File: src/rtl/wheel_sim_ctrl_if.sv
// Configuration handshake bundle for the crank-wheel simulator.
// The master offers a config; the slave accepts it, or flags it as rejected.
interface wheel_sim_ctrl_if #(
    parameter int unsigned CNT_W   = 24,
    parameter int unsigned TOOTH_W = 8
);
    logic               cfg_valid;
    logic               cfg_ready;
    logic [CNT_W-1:0]   cfg_half_period;
    logic [TOOTH_W-1:0] cfg_teeth;
    logic [3:0]         cfg_missing;
    logic               cfg_err;

    modport master (
        output cfg_valid, cfg_half_period, cfg_teeth, cfg_missing,
        input  cfg_ready, cfg_err
    );

    modport slave (
        input  cfg_valid, cfg_half_period, cfg_teeth, cfg_missing,
        output cfg_ready, cfg_err
    );
endinterface

File: src/rtl/wheel_sim_ctrl.sv
// N-minus-M missing-tooth crank wheel generator.
// Config is double-buffered and applied only on revolution boundaries.
module wheel_sim_ctrl #(
    parameter int unsigned CNT_W   = 24,
    parameter int unsigned TOOTH_W = 8
) (
    input  logic               clock,
    input  logic               reset_n,
    input  logic               enable,
    wheel_sim_ctrl_if.slave    cfg,
    output logic               vrout,
    output logic [TOOTH_W-1:0] tooth_idx,
    output logic               sync_pulse,
    output logic               running
);
    typedef enum logic [1:0] {StIdle, StRun, StStop} state_e;

    state_e             state_q, state_d;
    logic [TOOTH_W:0]   slot_q, slot_d;
    logic [CNT_W-1:0]   presc_q, presc_d;
    logic               vrout_q, vrout_d;
    logic [TOOTH_W-1:0] tooth_q, tooth_d;
    logic               sync_q, sync_d;
    logic               err_q, err_d;
    logic [CNT_W-1:0]   act_hp_q, act_hp_d, sh_hp_q, sh_hp_d;
    logic [TOOTH_W-1:0] act_teeth_q, act_teeth_d, sh_teeth_q, sh_teeth_d;
    logic [3:0]         act_miss_q, act_miss_d, sh_miss_q, sh_miss_d;
    logic               act_valid_q, act_valid_d;
    logic               pending_q, pending_d;

    logic               fire, cfg_bad, presc_last, slot_last, at_boundary, apply;
    logic [TOOTH_W:0]   slot_inc, tooth_bound;

    assign fire    = cfg.cfg_valid && !pending_q;
    assign cfg_bad = (cfg.cfg_half_period == '0) || (cfg.cfg_teeth < TOOTH_W'(2)) ||
                     ({{TOOTH_W{1'b0}}, cfg.cfg_missing} >= {4'b0000, cfg.cfg_teeth});

    assign presc_last  = (presc_q == act_hp_q - CNT_W'(1));
    assign slot_last   = (slot_q == {act_teeth_q, 1'b0} - (TOOTH_W+1)'(1));
    assign at_boundary = (state_q != StIdle) && presc_last && slot_last;
    // Pending config is committed straight away when idle, else only at a revolution edge.
    assign apply       = pending_q && ((state_q == StIdle) || at_boundary);
    assign slot_inc    = slot_q + (TOOTH_W+1)'(1);
    assign tooth_bound = {act_teeth_q - TOOTH_W'(act_miss_q), 1'b0};

    always_comb begin
        state_d     = state_q;
        slot_d      = slot_q;
        presc_d     = presc_q;
        vrout_d     = vrout_q;
        tooth_d     = tooth_q;
        sync_d      = 1'b0;
        err_d       = fire && cfg_bad;
        act_hp_d    = act_hp_q;
        act_teeth_d = act_teeth_q;
        act_miss_d  = act_miss_q;
        act_valid_d = act_valid_q;
        sh_hp_d     = sh_hp_q;
        sh_teeth_d  = sh_teeth_q;
        sh_miss_d   = sh_miss_q;
        pending_d   = pending_q;

        if (fire && !cfg_bad) begin
            sh_hp_d    = cfg.cfg_half_period;
            sh_teeth_d = cfg.cfg_teeth;
            sh_miss_d  = cfg.cfg_missing;
            pending_d  = 1'b1;
        end
        if (apply) begin
            act_hp_d    = sh_hp_q;
            act_teeth_d = sh_teeth_q;
            act_miss_d  = sh_miss_q;
            act_valid_d = 1'b1;
            pending_d   = 1'b0;
        end

        unique case (state_q)
            StIdle: begin
                vrout_d = 1'b0;
                tooth_d = '0;
                if (enable && act_valid_q) begin
                    state_d = StRun;
                    slot_d  = '0;
                    presc_d = '0;
                    vrout_d = 1'b1;
                    sync_d  = 1'b1;
                end
            end
            StRun, StStop: begin
                state_d = enable ? StRun : StStop;
                if (!presc_last) begin
                    presc_d = presc_q + CNT_W'(1);
                end else if (slot_last) begin
                    presc_d = '0;
                    slot_d  = '0;
                    tooth_d = '0;
                    vrout_d = enable;
                    sync_d  = enable;
                    if (!enable) state_d = StIdle;
                end else begin
                    presc_d = '0;
                    slot_d  = slot_inc;
                    tooth_d = slot_inc[TOOTH_W:1];
                    vrout_d = (slot_inc < tooth_bound) ? ~slot_inc[0] : 1'b0;
                end
            end
            default: state_d = StIdle;
        endcase
    end

    always_ff @(posedge clock or negedge reset_n) begin
        if (!reset_n) begin
            state_q     <= StIdle;
            slot_q      <= '0;
            presc_q     <= '0;
            vrout_q     <= 1'b0;
            tooth_q     <= '0;
            sync_q      <= 1'b0;
            err_q       <= 1'b0;
            act_hp_q    <= '0;
            act_teeth_q <= '0;
            act_miss_q  <= '0;
            act_valid_q <= 1'b0;
            sh_hp_q     <= '0;
            sh_teeth_q  <= '0;
            sh_miss_q   <= '0;
            pending_q   <= 1'b0;
        end else begin
            state_q     <= state_d;
            slot_q      <= slot_d;
            presc_q     <= presc_d;
            vrout_q     <= vrout_d;
            tooth_q     <= tooth_d;
            sync_q      <= sync_d;
            err_q       <= err_d;
            act_hp_q    <= act_hp_d;
            act_teeth_q <= act_teeth_d;
            act_miss_q  <= act_miss_d;
            act_valid_q <= act_valid_d;
            sh_hp_q     <= sh_hp_d;
            sh_teeth_q  <= sh_teeth_d;
            sh_miss_q   <= sh_miss_d;
            pending_q   <= pending_d;
        end
    end

    assign cfg.cfg_ready = !pending_q;
    assign cfg.cfg_err   = err_q;
    assign vrout         = vrout_q;
    assign tooth_idx     = tooth_q;
    assign sync_pulse    = sync_q;
    assign running       = (state_q != StIdle);
endmodule

File: src/flat_wrapper.sv
// flat-port wrapper written by rule: the top's interface ports become plain ports
module wheel_sim_ctrl_flat 
#(
    parameter int unsigned CNT_W   = 24,
    parameter int unsigned TOOTH_W = 8
)
  (clock, reset_n, enable, vrout, tooth_idx, sync_pulse, running, cfg_cfg_valid, cfg_cfg_half_period, cfg_cfg_teeth, cfg_cfg_missing, cfg_cfg_ready, cfg_cfg_err);
  wheel_sim_ctrl_if #(.CNT_W(CNT_W), .TOOTH_W(TOOTH_W)) cfg_i ();
  input  logic clock;
  input  logic reset_n;
  input  logic enable;
  output logic vrout;
  output logic [TOOTH_W-1:0] tooth_idx;
  output logic sync_pulse;
  output logic running;
  input wire logic [$bits(cfg_i.cfg_valid)-1:0] cfg_cfg_valid;
  input wire logic [$bits(cfg_i.cfg_half_period)-1:0] cfg_cfg_half_period;
  input wire logic [$bits(cfg_i.cfg_teeth)-1:0] cfg_cfg_teeth;
  input wire logic [$bits(cfg_i.cfg_missing)-1:0] cfg_cfg_missing;
  output wire logic [$bits(cfg_i.cfg_ready)-1:0] cfg_cfg_ready;
  output wire logic [$bits(cfg_i.cfg_err)-1:0] cfg_cfg_err;
  assign cfg_i.cfg_valid = cfg_cfg_valid;
  assign cfg_i.cfg_half_period = cfg_cfg_half_period;
  assign cfg_i.cfg_teeth = cfg_cfg_teeth;
  assign cfg_i.cfg_missing = cfg_cfg_missing;
  assign cfg_cfg_ready = cfg_i.cfg_ready;
  assign cfg_cfg_err = cfg_i.cfg_err;
  wheel_sim_ctrl #(.CNT_W(CNT_W), .TOOTH_W(TOOTH_W)) u_core (.clock(clock), .reset_n(reset_n), .enable(enable), .cfg(cfg_i), .vrout(vrout), .tooth_idx(tooth_idx), .sync_pulse(sync_pulse), .running(running));
endmodule
File: config.mk
export PLATFORM = sky130hd
export DESIGN_NAME = wheel_sim_ctrl_flat
export DESIGN_NICKNAME = d
export VERILOG_FILES = /design/src/rtl/wheel_sim_ctrl_if.sv /design/src/rtl/wheel_sim_ctrl.sv /design/src/flat_wrapper.sv
export SDC_FILE = /design/constraint.sdc
export NUM_CORES = 1
export LEC_CHECK = 0
export ABC_AREA = 1
export CAP_MARGIN = 20
export CORE_AREA = 2 2 147 149
export CTS_CLUSTER_SIZE = 16
export DETAILED_ROUTE_END_ITERATION = 16
export DIE_AREA = 0 0 149 151
export SLEW_MARGIN = 20
export SYNTH_ARGS = -nofsm -noshare
export SYNTH_HDL_FRONTEND = slang
export SYNTH_SLANG_ARGS = --single-unit
export TNS_END_PERCENT = 100
File: constraint.sdc
create_clock -name clock -period 3.7 [get_ports clock]
set_input_delay 0.555 -clock clock [delete_from_list [all_inputs] [get_ports clock]]
set_output_delay 0.555 -clock clock [all_outputs]
set_load 0.01 [all_outputs]
==> results of run 1 <==
==> worst max-delay path by stage <==
| stage | startpoint | slack (ns) | end |
|---|---|---|---|
| 2_1_floorplan | u_core.act_teeth_q[2] | 1.14 | u_core.vrout |
| 3_3_place_gp | u_core.act_teeth_q[2] | 0.77 | u_core.vrout |
| 3_5_place_dp | u_core.act_teeth_q[2] | 0.74 | u_core.vrout |
| 4_1_cts | u_core.act_teeth_q[2] | 0.71 | u_core.vrout |
| 5_1_grt | u_core.act_teeth_q[2] | 0.42 | u_core.vrout |
| 6_report | u_core.act_teeth_q[2] | 0.74 | u_core.vrout |
==> cell usage in the layout, fill, tap and decap left out, types with 17 or more instances in the layout <==
cell type / n
nand2_1: 298
dfrtp_1: 119
inv_1: 114
nand3_1: 77
nor2_1: 66
clkdlybuf4s50_1: 51
xor2_1: 39
o21ai_0: 36
a21oi_1: 31
nand3_2: 31
nand4_1: 24
ha_1: 21
xnor2_1: 20
clkbuf_16: 17
==> cell families after synthesis <==
family	count (synthesis)	share of synthesized area
xor+xnor	59	0.0679
compound gates	85	0.0628
simple gates	557	0.346
fa+ha+maj	22	0.0371
flops	120	0.394
buf+inv	147	0.0915
==> power groups by stage <==
stage               Combinational [mW]  Clock [mW]  Sequential, mW
finish                            3.29        1.63            2.15
global route                      3.81        1.72            2.22
CTS                               3.33        1.65            2.15
detailed placement                3.31           0            2.17
global placement                  3.24           0            2.17
floorplan                         2.78           0            2.06
==> layout make-up <==
| type | instances | share of cell area |
|---|---|---|
| clock buffer | 17 | 0.0480 |
| timing repair buffer | 61 | 0.0660 |
| tap | 275 | 0.0388 |
| multi-input combinational | 723 | 0.441 |
| clock inverter | 15 | 0.0173 |
| sequential | 120 | 0.339 |
| inverter | 118 | 0.0499 |
==> registers in the layout (all words and copies together) (netlist names), 4 cells and up <==
register and cells:
u_core.act_hp_q 24, u_core.presc_q 24, u_core.sh_hp_q 24, u_core.slot_q 9, u_core.act_teeth_q 8, u_core.sh_teeth_q 8, u_core.tooth_idx 8, u_core.act_miss_q 4
u_core.sh_miss_q 4
==> layer usage <==
layer	vias up	part of all wire	track usage
li1	3275	-	-
met1	2886	0.51	0.241
met2	128	0.43	0.256
met3	18	0.040	0.0328
met4	0	0.013	0.0443
met5	-	0	0
==> cell usage after synthesis (all sizes together) <==
library cell / n / area share
xor2: 39 / 0.045
o21a: 1 / 0.00099
clkinv: 3 / 0.0015
nand2: 312 / 0.16
nand3b: 6 / 0.0059
inv: 115 / 0.057
nor4: 7 / 0.0058
and2: 2 / 0.0016
a22oi: 1 / 0.00099
a211oi: 1 / 0.00099
o21ai: 45 / 0.034
nor3b: 2 / 0.0020
and3: 1 / 0.00082
a21boi: 3 / 0.0030
nand3: 108 / 0.091
a21oi: 31 / 0.020
fa: 1 / 0.0026
xnor2: 20 / 0.023
buf: 15 / 0.024
o22ai: 2 / 0.0016
nor2: 83 / 0.050
dfrtp: 120 / 0.39
nor3: 12 / 0.0079
nand4: 24 / 0.020
a31oi: 1 / 0.00082
ha: 21 / 0.035
clkbuf: 14 / 0.0095
==> stage by stage <==
step / total power, mW / worst slack (ns) / std cells / util / instance area [um^2]
finish: 7.07 / 0.744 / 1329 / 0.426 / 8870
CTS: 7.13 / 0.711 / 1329 / 0.426 / 8870
detailed placement: 5.47 / 0.738 / 1297 / 0.398 / 8290
global placement: 5.41 / 0.775 / 1297 / 0.398 / 8290
floorplan: 4.84 / 1.14 / 990 / - / 7610
global route: 7.74 / 0.415 / 1329 / 0.426 / 8870
==> worst register-to-register path: cells and delay by family (launching register included) <==
kind / cells / cell delay, ns
XOR/XNOR: 1 / 0.17
AO/OA/AOI/OAI: 4 / 0.70
AND/OR/NAND/NOR: 9 / 0.97
flip-flops: 1 / 0.41
adder cells (fa/ha/maj): 2 / 0.64
==> flow_summary.yaml, run 1 <==
status:
  outcome: "complete, no violations"
sta:
  fmax_ghz: 0.338
  finalCritPeriodShare: 0.799
  slew_headroom: 0.483
  setup_viol: 0
  worst_slew_pin_slew_ns: 0.776
  drv_slew: 0
  fin_crit_ns: 2.96
  rsz0062_at_grt: "no"
  tns_ns: 0
  finalClockSkew_ns: 0.00859
  holdWs_ns: 0.210
  hold_viol: 0
clock_network:
  clkLatencyLatePin_ns: 0.42
  clock-sinks: 120
  htree_levels: 4
  cts-root-buf: "clkbuf_16"
  cts_hold_buffers: 0
  clkTransAtPathRegs_ns: 0.06
  cts_resized: 0
  cts_made_buffers: 17
  cts_tree: "yes"
  cts_setup_buffers: 0
  clockBufferDepth: 2
grt:
  antenna_found_initial: 0
  grt_max_degree: 61
  grt_pass1_vias: 6139
  grt_remaining_overflow: 0
  grt_pass1_wl_mm: 30.3
  gr-usage-all-layers: 0.167
final_layout:
  drive_above_1_share: 0.109
  synthToLayoutAreaGrowth_pct: 16.5
  multiInputGateArea_um2: 3920
  regArea_um2: 3000
  fin_nets: 1103
  diodes: 0
  nFillCells: 2164
die:
  ios: 53
  coreArea_um2: 20800
  fp-row-count: 53
  dieArea_um2: 22500
  die_w_um: 149
  die_height_um: 151
  initial_core_util: 0.366
critical_path:
  cp_num_buf_inv: 0
  crit_fanout: 4
  rr_startpoint: "u_core.act_teeth_q[2]"
  rr_endpoint: "u_core.vrout"
  ff2ff_path_depth: 16
  cp.depth: 16
  worst_setup_path_start_kind: "register"
  crit_chain: "ha_1, nand2_1, nor2_1, a211oi_1, o21ai_0, nor2_1, nand3_1, xor2_1, ha_1, a21oi_1, o21a_1, nor3b_1, nand3_1, nand2_1, nand3_1, nand2_1"
  required_ns: 4.05
  crit_path_end_kind: "register"
  ff2ff_setup_slack_ns: 0.74
  timing_worst_setup_path_type: "reg2reg"
  path_delay_family: "simple AND/OR/NAND/NOR gates"
  slowest_delay_ns: 0.41
  cp_slowest_cell: "dfrtp_1"
  cp.arrival_ns: 3.31
synth:
  synth_warnings: 0
  ys_ff_latch: 120
  synth.cell_area_um2: 7610
  syn_inst: 990
  synth_cell_types: 39
  ys_seq_area_frac: 0.394
  synthesis.nets: 1052
  syn_avg_cell_area_um2: 7.69
pwr:
  switchingPower_mw: 3.23
  clock_power_share: 0.231
  combPwrFrac: 0.465
  switching_share: 0.456
  worst_ir_drop_vdd_mv: 0.356
  intPower_mw: 3.85
  p_leak_nw: 4.37
  power_density_nw_per_um2: 797
  seq_power_share: 0.304
routing:
  ant_nets: 0
  vias_per_cell: 4.75
  wl_mm: 17.4
  dr_total_vias: 6307
  drc_errors: 0
  drtIter0Drc: 424
  first_pass_iters: 5
  wire_per_inst_um: 13.1
placement:
  place.gp.congestion: 0.883
  dp_hpwl_mm: 13.1
  port_buffers: 52
flow_run:
  drv_cap: 0
worst_hold_path:
  hp-class: "in2async"
No activity file was read; power rests on OpenSTA's default activity.
==> run 2, diff against run 1 <==
==> constraint.sdc (replaced) <==
create_clock -name clock -period 2.5 [get_ports clock]
set_input_delay 0.375 -clock clock [delete_from_list [all_inputs] [get_ports clock]]
set_output_delay 0.375 -clock clock [all_outputs]
set_load 0.01 [all_outputs]
==> flow_summary.yaml, run 2 (synthesis gave the netlist of run 1 again) <==
routing:
  wl_mm: 19.2
  vias_per_cell: 4.79
  drtIter0Drc: 438
  drc_errors: 0
  dr_total_vias: 6619
  ant_nets: 0
  first_pass_iters: 5
  wire_per_inst_um: 13.9
sta:
  fmax_ghz: 0.399
  finalClockSkew_ns: 0.0113
  setup_viol: 2
  slew_headroom: 0.501
  hold_viol: 0
  rsz0062_at_grt: "yes"
  layout_setup_ws_ns: -0.00754
  finalCritPeriodShare: 1.00
  drv_slew: 0
  worst_slew_pin_slew_ns: 0.749
  fin_crit_ns: 2.51
critical_path:
  crit_path_end_kind: "register"
  cp.depth: 16
  ff2ff_path_depth: 16
  crit_fanout: 12
  cp_slowest_cell: "dfrtp_1"
  slowest_delay_ns: 0.43
  required_ns: 2.86
  cp.arrival_ns: 2.87
  crit_chain: "buf_6, inv_1, ha_4, a21oi_1, nor3b_2, buf_4, nand3_1, nor2_1, nand3_1, nor2_2, nand3_2, nand2_8, buf_12, buf_12, nand3_1, nand2_1"
  timing_worst_setup_path_type: "reg2reg"
  crit_top_cell: "nand3_1"
  path_delay_family: "simple AND/OR/NAND/NOR gates"
  cp_num_buf_inv: 5
  worst_setup_path_start_kind: "register"
clock_network:
  clkLatencyLatePin_ns: 0.43
  clockBufferDepth: 2
  clkTransAtPathRegs_ns: 0.05
  cts_tree: "yes"
  cts_made_buffers: 17
  htree_levels: 4
  clock-sinks: 120
  cts-root-buf: "clkbuf_16"
final_layout:
  diodes: 0
  instances_no_fill: 1383
  top_regs: "u_core.act_hp_q: 24 flops, u_core.presc_q: 24 flops, u_core.sh_hp_q: 24 flops"
  synthToLayoutAreaGrowth_pct: 27.4
  fin_nets: 1157
  layout_commonest_cell: "nand2_1"
  layout_common_cells: "nand2_1, dfrtp_1, inv_1"
  utilization: 0.466
  nFillCells: 2067
  drive_above_1_share: 0.183
die:
  coreArea_um2: 20800
  fp-row-count: 53
  ios: 53
  initial_core_util: 0.366
  dieArea_um2: 22500
  die_w_um: 149
  die_height_um: 151
grt:
  gr-usage-all-layers: 0.178
  grt_pass1_wl_mm: 31.9
  grt_pass1_vias: 6322
  antenna_found_initial: 0
  grt_max_degree: 61
  grt_remaining_overflow: 0
placement:
  place_inst: 1333
  dp_hpwl_mm: 13.4
  port_buffers: 52
  place.gp.congestion: 0.883
worst_hold_path:
  hold_path_depth: 2
  hp-class: "reg2reg"
pwr:
  worst_ir_drop_vdd_mv: 0.669
  p_leak_nw: 4.73
  power_density_nw_per_um2: 1230
flow_run:
  drv_cap: 0
status:
  outcome: "finished, violations left"
  violations: "negative setup slack"
## run 2: worst paths after layout
kind | endpoint | slack (ns) | startpoint
setup / recovery | u_core.act_teeth_q[0] | -0.008 | u_core.act_teeth_q[1]
setup reg to reg | u_core.act_teeth_q[0] | -0.008 | u_core.act_teeth_q[1]
max in group asynchronous | u_core.sh_hp_q[16] | 1.33 | reset_n
min in group asynchronous | u_core.sh_miss_q[0] | 0.50 | reset_n
hold / removal | u_core.sh_teeth_q[0] | 0.47 | u_core.sh_teeth_q[0]
hold reg to reg | u_core.sh_teeth_q[0] | 0.47 | u_core.sh_teeth_q[0]
## run 2: per-stage QoR
step | setup slack, ns | instance area [um^2] | power (mW) | setup TNS [ns] | hold WS [ns]
floorplan | 0.00952 | 7620 | 7.17 | 0 | 0.0794
CTS | -0.0180 | 9470 | 11.5 | -0.0180 | 0.478
finish | -0.00754 | 9700 | 12.0 | -0.00800 | 0.473
global placement | -0.0435 | 8630 | 8.44 | -0.0868 | 0.418
detailed placement | -0.0726 | 8630 | 8.52 | -2.01 | 0.423
global route | -0.231 | 9700 | 12.9 | -4.79 | 0.502
## run 2: what timing repair did
item                                   CTS  global route
cloned                                   2             4
gates resized for setup                 19            36
hold buffers                             1             0
setup buffers                            8             3
endpoints found under the hold margin   42             0
pin swaps                               10            35
setup endpoints to repair               37            74
## run 2: per-layer routing
metal | track usage | vias to the layer above | share of wire
li1 | - | 3399 | -
met1 | 0.250 | 3064 | 0.49
met2 | 0.279 | 128 | 0.46
met3 | 0.0271 | 28 | 0.037
met4 | 0.0629 | 0 | 0.021
met5 | 0 | - | 0
## run 2: layout make-up
cell class	count	area, um^2	share of cell area
multi-input combinational	727	4180	0.431
clock buffer	21	460	0.0475
timing repair buffer	111	1120	0.115
clock inverter	11	148	0.0152
tap	275	344	0.0355
inverter	118	443	0.0457
sequential	120	3010	0.310
## run 2: power by group
part | switching (mW) | leakage, nW | internal, mW
Sequential | 0.625 | 1.55 | 2.58
Combinational | 3.74 | 2.89 | 2.46
Clock | 0.936 | 0.285 | 1.62
Total | 5.30 | 4.73 | 6.66
## run 2: worst min-delay path: stages (launching register included)
cell	delay, ns
dfrtp_1	0.34
nand2_1	0.05
nand2_1	0.04
==> run 3, diff against run 2 <==
--- a/config.mk
+++ b/config.mk
@@ -5,12 +5,12 @@
 export SDC_FILE = /design/constraint.sdc
 export NUM_CORES = 1
 export LEC_CHECK = 0
-export ABC_AREA = 1
+export ABC_AREA = 0
 export CAP_MARGIN = 20
-export CORE_AREA = 2 2 147 149
+export CORE_AREA = 2 2 143 145
 export CTS_CLUSTER_SIZE = 16
 export DETAILED_ROUTE_END_ITERATION = 16
-export DIE_AREA = 0 0 149 151
+export DIE_AREA = 0 0 145 147
 export SLEW_MARGIN = 20
 export SYNTH_ARGS = -nofsm -noshare
 export SYNTH_HDL_FRONTEND = slang
==> flow_summary.yaml, run 3 <==
status:
  outcome: "finished, violations left"
  violations: "negative setup slack"
flow_run:
  drv_cap: 0
sta:
  finalCritPeriodShare: 1.22
  hold_viol: 0
  tns_ns: -38.61
  fmax_ghz: 0.327
  finalClockSkew_ns: 0.0116
  drv_slew: 0
  fin_crit_ns: 3.05
  rsz0062_at_grt: "yes"
  worst_slew_pin_slew_ns: 0.644
  layout_setup_ws_ns: -0.554
  slew_headroom: 0.571
  setup_viol: 82
synth:
  synth.most_common_cell: "dfrtp_1"
  synth_edf_count: 0
  synth_top_family_by_area: "simple AND/OR/NAND/NOR gates"
  yosysTopAreaCell: "dfrtp_1"
  yosys-top-cells-area: "dfrtp_1, mux2_2, mux2_4, xnor2_1, ha_1"
  synth_compound_area_frac: 0.0985
  synthXorXnorAreaFrac: 0.0794
  synth_top_cell_area_share: 0.419
  async_flop_share: 1.00
  syn_inst: 685
  ys_ff_latch: 120
  synth_commonest_cells: "dfrtp_1, mux2_2, nor2_1"
  ys_seq_area_frac: 0.419
  synth_simple_gate_area_frac: 0.192
  synth_warnings: 0
  synth.cell_area_um2: 7170
  synth_flop_cell: "dfrtp_1"
  synth_adder_area_share: 0.0395
  synth.area.mux_share: 0.136
  synthesis.nets: 747
  syn_avg_cell_area_um2: 10.5
  synth_cell_types: 66
final_layout:
  layout_commonest_cell: "buf_4"
  diodes: 0
  fin_nets: 979
  synthToLayoutAreaGrowth_pct: 51.9
  layout_common_cells: "buf_4, dfrtp_1, clkdlybuf4s50_1"
  top_regs: "u_core.act_hp_q: 24 flops, u_core.presc_q: 24 flops, u_core.sh_hp_q: 24 flops"
  drive_above_1_share: 0.429
placement:
  place.gp.congestion: 0.861
  pre_cts_ws_ns: -0.651
  dp_hpwl_mm: 13.3
  port_buffers: 52
clock_network:
  htree_levels: 4
  clock-sinks: 120
  cts_tree: "yes"
  clkTransAtPathRegs_ns: 0.05
  cts-root-buf: "clkbuf_16"
  clkLatencyLatePin_ns: 0.43
  clockBufferDepth: 2
  cts_made_buffers: 17
die:
  die_height_um: 147
  die_w_um: 145
  dieArea_um2: 21300
  coreArea_um2: 19800
  ios: 53
  initial_core_util: 0.361
  fp-row-count: 52
grt:
  grt_max_degree: 121
  grt_remaining_overflow: 0
  antenna_found_initial: 0
  grt_pass1_vias: 6111
  grt_pass1_wl_mm: 31.3
  gr-usage-all-layers: 0.182
critical_path:
  ff2ff_path_depth: 15
  ff2ff_setup_slack_ns: -0.55
  rr_startpoint: "u_core.act_hp_q[1]"
  required_ns: 2.80
  slowest_delay_ns: 0.37
  cp_slowest_cell: "dfrtp_1"
  timing_worst_setup_path_type: "reg2reg"
  path_delay_family: "buffers and inverters"
  cp_num_buf_inv: 6
  worst_setup_path_start_kind: "register"
  crit_top_cell: "buf_6"
  cp.arrival_ns: 3.35
  rr_endpoint: "u_core.presc_q[21]"
  crit_fanout: 7
  crit_chain: "inv_1, ha_2, nor4b_4, buf_6, nand3_4, buf_6, mux2_4, o22a_1, nor4_2, nand4_1, buf_6, buf_12, a21oi_4, buf_12, nor2_4"
  crit_path_end_kind: "register"
pwr:
  power_density_nw_per_um2: 1210
  p_leak_nw: 4.78
  worst_ir_drop_vdd_mv: 0.645
routing:
  first_pass_iters: 5
  ant_nets: 0
  wire_per_inst_um: 16.5
  drc_errors: 0
  vias_per_cell: 5.14
  wl_mm: 19.8
  drtIter0Drc: 377
  dr_total_vias: 6163
worst_hold_path:
  hp-class: "in2async"
## run 3: cell types whose count changed after synthesis, sizes merged, moves of 14 or more
cell | previous run | this run
o21ai | 45 | 13
inv | 115 | 25
nor4 | 7 | 21
xnor2 | 20 | 36
nand3 | 108 | 38
nand2 | 312 | 40
nor2 | 83 | 41
mux2 | 0 | 75
## run 3: layer usage
| layer | GRT usage | part of all wire | vias up |
|---|---|---|---|
| li1 | - | - | 2996 |
| met1 | 0.256 | 0.47 | 2999 |
| met2 | 0.285 | 0.48 | 142 |
| met3 | 0.0326 | 0.033 | 26 |
| met4 | 0.0624 | 0.016 | 0 |
| met5 | 0 | 0 | - |
## run 3: cells by family after synthesis
family	Yosys count
AND/OR/NAND/NOR	247
XOR/XNOR	65
buffers and inverters	59
adder cells (fa/ha/maj)	22
flip-flops	120
AO/OA/AOI/OAI	95
multiplexers	77
## run 3: through the flow
step | utilization | hold slack [ns] | instances | instance area (um^2) | power [mW]
CTS | 0.527 | 0.0839 | 1187 | 10500 | 12.6
detailed placement | 0.466 | 0.492 | 1137 | 9240 | 9.19
global route | 0.548 | 0.107 | 1200 | 10900 | 13.9
global placement | 0.466 | 0.487 | 1137 | 9240 | 9.07
floorplan | - | 0.0794 | 685 | 7290 | 6.86
finish | 0.548 | 0.0459 | 1200 | 10900 | 13.1
## run 3: where the power goes
group	switching, mW	leakage, nW	total [mW]	internal (mW)
clock	0.929	0.319	2.81	1.88
combinational	3.23	2.96	7.07	3.84
sequential	0.585	1.50	3.24	2.65
## run 3: how the worst max path moves through the flow
| stage | slack, ns | startpoint | endpoint | cells after the start |
|---|---|---|---|---|
| 2_1_floorplan | -0.46 | u_core.act_hp_q[0] | u_core.presc_q[8] | 12 |
| 3_3_place_gp | -0.61 | u_core.act_teeth_q[0] | u_core.vrout | 15 |
| 3_5_place_dp | -0.65 | u_core.act_teeth_q[0] | u_core.vrout | 16 |
| 4_1_cts | -0.51 | u_core.act_teeth_q[0] | u_core.vrout | 16 |
| 5_1_grt | -0.72 | u_core.act_teeth_q[0] | u_core.vrout | 16 |
| 6_report | -0.55 | u_core.act_hp_q[1] | u_core.presc_q[21] | 15 |
## run 3: area by class of cell
type | count | area [um^2]
Sequential cell | 120 | 3010
Clock buffer | 22 | 484
Clock inverter | 10 | 190
Timing Repair Buffer | 246 | 2270
Multi-Input combinational cell | 506 | 4490
Fill cell | 1665 | 8960
Tap cell | 270 | 338
Inverter | 26 | 97.6
## run 3: repair_timing
action	in CTS	in global routing
gates cloned	4	5
gates resized for setup	86	41
endpoints found under the setup margin	118	116
hold buffers	0	0
buffers inserted	15	9
pin swaps	46	33
